$ cat config.mk
export PLATFORM = sky130hd
export DESIGN_NAME = datapath_issue_ctrl
export DESIGN_NICKNAME = d
export VERILOG_FILES = /design/src/rtl/datapath_issue_ctrl.sv
export SDC_FILE = /design/constraint.sdc
export NUM_CORES = 1
export LEC_CHECK = 0
export CAP_MARGIN = 30
export CORE_MARGIN = 2
export CORE_UTILIZATION = 34
export DETAILED_ROUTE_END_ITERATION = 6
export SYNTH_ARGS = -nofsm -noshare
export SYNTH_HDL_FRONTEND = slang
export SYNTH_SLANG_ARGS = --single-unit
$ cat constraint.sdc
create_clock -name clk -period 2.08 [get_ports clk]
set_input_delay 0.416 -clock clk [delete_from_list [all_inputs] [get_ports clk]]
set_output_delay 0.416 -clock clk [all_outputs]
set_load 0.01 [all_outputs]
$ cat src/rtl/datapath_issue_ctrl.sv
// Issue/collect front-end for a fixed-latency arithmetic datapath.
// Commands are registered onto dp_* and tracked through a PIPE-deep valid shift
// register. Each result is captured into a small FIFO and returned on a
// valid/ready stream. The datapath cannot stall, so a command is accepted only
// while an outstanding op's FIFO slot is guaranteed to be free.
module datapath_issue_ctrl #(
  parameter int N          = 16,
  parameter int PIPE       = 2,
  parameter int FIFO_DEPTH = 4
) (
  input  logic         clk,
  input  logic         rst,
  input  logic         in_valid,
  output logic         in_ready,
  input  logic [N-1:0] in_a,
  input  logic [N-1:0] in_b,
  input  logic [2:0]   in_opcode,
  output logic [N-1:0] dp_a,
  output logic [N-1:0] dp_b,
  output logic [2:0]   dp_opcode,
  input  logic [N-1:0] dp_y,
  input  logic         dp_co,
  output logic         out_valid,
  input  logic         out_ready,
  output logic [N-1:0] out_y,
  output logic         out_co,
  output logic         busy,
  output logic         err_ovf
);

  localparam int CW = $clog2(FIFO_DEPTH) + 1;
  localparam int PW = (FIFO_DEPTH > 1) ? $clog2(FIFO_DEPTH) : 1;
  localparam logic [CW:0]   DEPTH_SUM = (CW + 1)'(FIFO_DEPTH);
  localparam logic [CW-1:0] DEPTH_CNT = CW'(FIFO_DEPTH);
  localparam logic [PW-1:0] PTR_LAST  = PW'(FIFO_DEPTH - 1);

  logic [PIPE-1:0] vld_sr;
  logic [CW-1:0]   inflight;
  logic [CW-1:0]   fifo_count;
  logic [PW-1:0]   wr_ptr;
  logic [PW-1:0]   rd_ptr;
  logic [N-1:0]    mem_y  [FIFO_DEPTH];
  logic            mem_co [FIFO_DEPTH];

  logic [CW:0] credit_used;
  logic        accept;
  logic        capture;
  logic        full;
  logic        pop;
  logic        wr_en;

  // Credit is taken from registered state only; a pop in the same cycle is not
  // counted, which keeps out_ready off the in_ready path.
  assign credit_used = {1'b0, inflight} + {1'b0, fifo_count};
  assign in_ready    = credit_used < DEPTH_SUM;
  assign accept      = in_valid & in_ready;

  // The top bit of the shift register flags the op whose result is on dp_y now.
  assign capture   = vld_sr[PIPE-1];
  assign full      = fifo_count == DEPTH_CNT;
  assign out_valid = fifo_count != '0;
  assign pop       = out_valid & out_ready;
  assign wr_en     = capture & (~full | pop);

  assign busy   = (inflight != '0) | (fifo_count != '0);
  assign out_y  = out_valid ? mem_y[rd_ptr]  : '0;
  assign out_co = out_valid ? mem_co[rd_ptr] : 1'b0;

  // Operand registers toward the datapath; they hold when nothing is accepted.
  always_ff @(posedge clk or posedge rst) begin
    if (rst) begin
      dp_a      <= '0;
      dp_b      <= '0;
      dp_opcode <= '0;
    end else if (accept) begin
      dp_a      <= in_a;
      dp_b      <= in_b;
      dp_opcode <= in_opcode;
    end
  end

  // In-flight tracking: valid shift register and outstanding-op counter.
  always_ff @(posedge clk or posedge rst) begin
    if (rst) begin
      vld_sr   <= '0;
      inflight <= '0;
    end else begin
      vld_sr[0] <= accept;
      for (int i = 1; i < PIPE; i++) begin
        vld_sr[i] <= vld_sr[i-1];
      end
      inflight <= inflight + CW'(accept) - CW'(capture);
    end
  end

  // FIFO control: pointers, occupancy and the sticky overflow flag.
  always_ff @(posedge clk or posedge rst) begin
    if (rst) begin
      wr_ptr     <= '0;
      rd_ptr     <= '0;
      fifo_count <= '0;
      err_ovf    <= 1'b0;
    end else begin
      if (wr_en) begin
        wr_ptr <= (wr_ptr == PTR_LAST) ? '0 : wr_ptr + 1'b1;
      end
      if (pop) begin
        rd_ptr <= (rd_ptr == PTR_LAST) ? '0 : rd_ptr + 1'b1;
      end
      fifo_count <= fifo_count + CW'(wr_en) - CW'(pop);
      if (capture & full & ~pop) begin
        err_ovf <= 1'b1;
      end
    end
  end

  // Result storage; contents need no reset because out_valid gates the head.
  always_ff @(posedge clk) begin
    if (wr_en) begin
      mem_y[wr_ptr]  <= dp_y;
      mem_co[wr_ptr] <= dp_co;
    end
  end

endmodule

==> metrics.txt <==
# TYPE chip_impl_metric gauge
chip_impl_metric{name="core_area",unit="sq mm"} 0.0133
chip_impl_metric{name="clkLatencyLatePin",unit="ns"} 0.40
chip_impl_metric{name="critPathMaxFanout",unit=""} 5
chip_impl_metric{name="timing.final.setup_violations",unit=""} 20
chip_impl_info{name="slowest_stage",value="or3_4"} 1
chip_impl_metric{name="cts.hold.buffers_added",unit=""} 0
chip_impl_metric{name="postSynthAreaPerCell",unit="sq um"} 19.2
chip_impl_metric{name="crit_path_max_cell_delay",unit="ns"} 0.47
chip_impl_metric{name="setup_tns_final",unit="ns"} -2.76
chip_impl_info{name="setup.worst_path.start_class",value="flip-flop"} 1
chip_impl_info{name="path_cells",value="or3_4, or4_4, buf_6"} 1
chip_impl_metric{name="fin_cells",unit=""} 589
chip_impl_metric{name="netSwitchingFraction",unit=""} 0.289
chip_impl_metric{name="number_of_instances_in_the_synthesized_netlist",unit=""} 242
chip_impl_metric{name="dr.pass1.iters",unit=""} 4
chip_impl_metric{name="cts-root-to-sink-buffers",unit=""} 2
chip_impl_metric{name="flow.area_growth_from_synthesis",unit="%"} 49.8
chip_impl_metric{name="drive_above_1_share",unit=""} 0.407
chip_impl_metric{name="nets",unit=""} 470
chip_impl_info{name="type_of_destination_of_the_critical_path",value="primary output"} 1
chip_impl_metric{name="detail_route.drc_violations",unit=""} 0
chip_impl_metric{name="cts_made_buffers",unit=""} 17
chip_impl_info{name="min_path_type",value="input pin to async pin"} 1
chip_impl_metric{name="dp_hpwl",unit="um"} 6360
chip_impl_metric{name="multi_input_area",unit="sq mm"} 0.00135
chip_impl_metric{name="post_synth_instance_area",unit="sq mm"} 0.00464
chip_impl_info{name="grt_setup_unrepaired",value="true"} 1
chip_impl_metric{name="vdd_drop_max",unit="uV"} 678
chip_impl_metric{name="final.period_utilization",unit=""} 1.09
chip_impl_metric{name="worst_clock_skew",unit="ns"} 0.00424
chip_impl_metric{name="dieWidth",unit="um"} 121
chip_impl_metric{name="combPwrFrac",unit=""} 0.454
chip_impl_metric{name="area.sequential",unit="sq mm"} 0.00325
chip_impl_metric{name="grt.overflow.total",unit=""} 0
chip_impl_metric{name="tightestPinTransition",unit="ns"} 0.239
chip_impl_metric{name="p_per_area",unit="mW/mm^2"} 1560
chip_impl_metric{name="power_frac_seq",unit=""} 0.321
chip_impl_metric{name="slew_headroom",unit=""} 0.840
chip_impl_metric{name="synth-edff-count",unit=""} 68
chip_impl_metric{name="post-route-util",unit=""} 0.523
chip_impl_metric{name="avgRoutedWirePerCell",unit="um"} 16.3
chip_impl_metric{name="slew_viol_final",unit=""} 0
chip_impl_metric{name="path_clk_slew",unit="ns"} 0.05
chip_impl_metric{name="worst_r2r_path_depth",unit=""} 8
chip_impl_metric{name="reg2reg_slack",unit="ns"} -0.15
chip_impl_metric{name="intPower",unit="mW"} 7.70
chip_impl_info{name="timing.rr.end",value="fifo_count[2]$_DFF_PP0_"} 1
chip_impl_metric{name="drt_iter0_markers",unit=""} 117
chip_impl_info{name="most_frequent_cells_in_the_layout",value="clkdlybuf4s50_1 (91), edfxtp_1 (68), dfrtp_1 (46)"} 1
chip_impl_info{name="path_class",value="flip-flop to primary output"} 1
chip_impl_metric{name="switching_power",unit="mW"} 3.13
chip_impl_info{name="violations",value="setup timing"} 1
chip_impl_metric{name="cp.required",unit="ns"} 1.66
chip_impl_info{name="tritoncts",value="built"} 1
chip_impl_metric{name="static-leakage-power",unit="nW"} 2.69
chip_impl_metric{name="seq_area_frac_synth",unit=""} 0.699
chip_impl_metric{name="total_power",unit="mW"} 10.8
chip_impl_metric{name="final_report_hold_violation_count",unit=""} 0
chip_impl_metric{name="antenna-diode-count",unit=""} 0
chip_impl_metric{name="track_usage",unit=""} 0.145
chip_impl_metric{name="first_global_vias",unit=""} 3042
chip_impl_metric{name="placed_area",unit="sq mm"} 0.00619
chip_impl_metric{name="boundaryPins",unit=""} 112
chip_impl_metric{name="fin_area",unit="sq mm"} 0.00695
chip_impl_info{name="worst_r2r_startpoint",value="fifo_count[1]$_DFF_PP0_"} 1
chip_impl_metric{name="rows",unit=""} 42
chip_impl_metric{name="grt_start_max_net_pins",unit=""} 42
chip_impl_info{name="run_status",value="complete, but fails checks"} 1
chip_impl_metric{name="grt_first_pass_wirelength",unit="um"} 15700
chip_impl_metric{name="timing.critical_path.arrival",unit="ns"} 1.85
chip_impl_metric{name="placedCellCount",unit=""} 545
chip_impl_metric{name="n_fill_cell",unit=""} 1103
chip_impl_metric{name="synth_nets",unit=""} 311
chip_impl_metric{name="ys_async_sr_fraction",unit=""} 0.414
chip_impl_metric{name="power.share.clock",unit=""} 0.225
chip_impl_metric{name="h-tree-depth",unit=""} 4
chip_impl_metric{name="portBuffers",unit=""} 111
chip_impl_metric{name="routed_via_density",unit=""} 4.58
chip_impl_metric{name="worst_slack",unit="ns"} -0.186
chip_impl_info{name="synth_ff_type",value="edfxtp_1"} 1
chip_impl_metric{name="synth.lib_cells_used.distinct",unit=""} 25
chip_impl_metric{name="clock_sink_count",unit=""} 116
chip_impl_info{name="cts_root_buf",value="clkbuf_16"} 1
chip_impl_metric{name="initial_core_util",unit=""} 0.349
chip_impl_metric{name="route.vias.total",unit=""} 2697
chip_impl_metric{name="postRouteAntennaNets",unit=""} 0
chip_impl_metric{name="timing.max_cap.violations",unit=""} 0
chip_impl_metric{name="hold_ws",unit="ns"} 0.229
chip_impl_metric{name="die_area",unit="sq mm"} 0.0146
chip_impl_metric{name="wl",unit="um"} 9600
chip_impl_info{name="layout.cells.most_common",value="clkdlybuf4s50_1"} 1
chip_impl_metric{name="period_minus_slack",unit="ns"} 2.27
chip_impl_metric{name="die_y",unit="um"} 121
chip_impl_metric{name="max_clock_freq",unit="MHz"} 441
chip_impl_metric{name="globalplace.congestion",unit=""} 0.726
chip_impl_metric{name="setup_slack_at_placement",unit="ns"} -0.347
chip_impl_metric{name="antenna_violations_before_repair",unit=""} 0
chip_impl_metric{name="synth_seq_cells",unit=""} 116
chip_impl_metric{name="synth-warning-count",unit=""} 0
==> flip-flops by register name, summed over array words and instances, names as in the netlist <==
register and flops:
rd_ptr 2, dp_b 16, vld_sr 2, mem_y 64, wr_ptr 2, inflight 3, fifo_count 3, mem_co 4
dp_a 16, dp_opcode 3, err_ovf 1
==> critical path, delay by kind of cell (launching register included) <==
kind | cells | cell delay, ns
flip-flops | 1 | 0.40
AND/OR/NAND/NOR | 2 | 0.91
buffers and inverters | 1 | 0.14
==> power groups by stage <==
| stage | combinational (mW) | sequential (mW) | clock (mW) |
|---|---|---|---|
| 5_1_grt | 5.36 | 3.55 | 2.63 |
| 6_report | 4.91 | 3.48 | 2.44 |
| 3_5_place_dp | 4.38 | 3.50 | 0 |
| 2_1_floorplan | 2.16 | 3.62 | 0 |
| 4_1_cts | 4.91 | 3.49 | 2.52 |
| 3_3_place_gp | 4.31 | 3.47 | 0 |
==> layer usage <==
layer / track usage / wire [um] / vias up
met5: 0 / 0 / -
met4: 0.0654 / 199 / 0
met3: 0.0708 / 889 / 19
met2: 0.226 / 4610 / 100
met1: 0.170 / 3900 / 1353
li1: - / - / 1225
==> cells in the mapped netlist, drive strengths merged, types with 2 or more instances <==
cell	count	area share
fa	2	0.0086
nor4b	3	0.0070
edfxtp	68	0.44
mux4	17	0.083
buf	8	0.019
xnor2	4	0.0076
mux2	39	0.095
inv	11	0.0094
dfrtp	48	0.26
nor2	2	0.0016
and2	22	0.030
ha	11	0.030
==> timing repair <==
action | 4_1_cts | 5_1_grt
gates resized for setup | 115 | 11
buffers inserted | 8 | 3
setup endpoints to repair | 24 | 24
cloned | 3 | 0
pin swaps | 24 | 7
==> area by class of cell <==
| type | instances | area share |
|---|---|---|
| clock buffers | 19 | 0.0623 |
| clock inverters | 12 | 0.00972 |
| inverters | 11 | 0.00630 |
| multi-input cells | 106 | 0.195 |
| flip-flops and latches | 116 | 0.467 |
| well taps | 176 | 0.0317 |
| repair buffers | 149 | 0.228 |
==> logic make-up after synthesis <==
| kind of cell | share of synthesized area |
|---|---|
| mux | 0.177 |
| fa+ha+maj | 0.0383 |
| compound gates | 0.00162 |
| buf+inv | 0.0294 |
| simple gates | 0.0469 |
| flops | 0.699 |
| xor+xnor | 0.00755 |
==> worst max-delay path by stage <==
stage                                  startpoint                      end  slack, ns
final                     fifo_count[1]$_DFF_PP0_                     busy      -0.19
after global routing      fifo_count[2]$_DFF_PP0_    inflight[2]$_DFF_PP0_      -0.25
after CTS                 fifo_count[1]$_DFF_PP0_                 out_y[2]      -0.19
after floorplan           fifo_count[2]$_DFF_PP0_    inflight[2]$_DFF_PP0_      -0.14
after global placement                  out_ready  fifo_count[2]$_DFF_PP0_      -0.29
after detailed placement                out_ready  fifo_count[2]$_DFF_PP0_      -0.35
(Power assumes the default switching activity.)
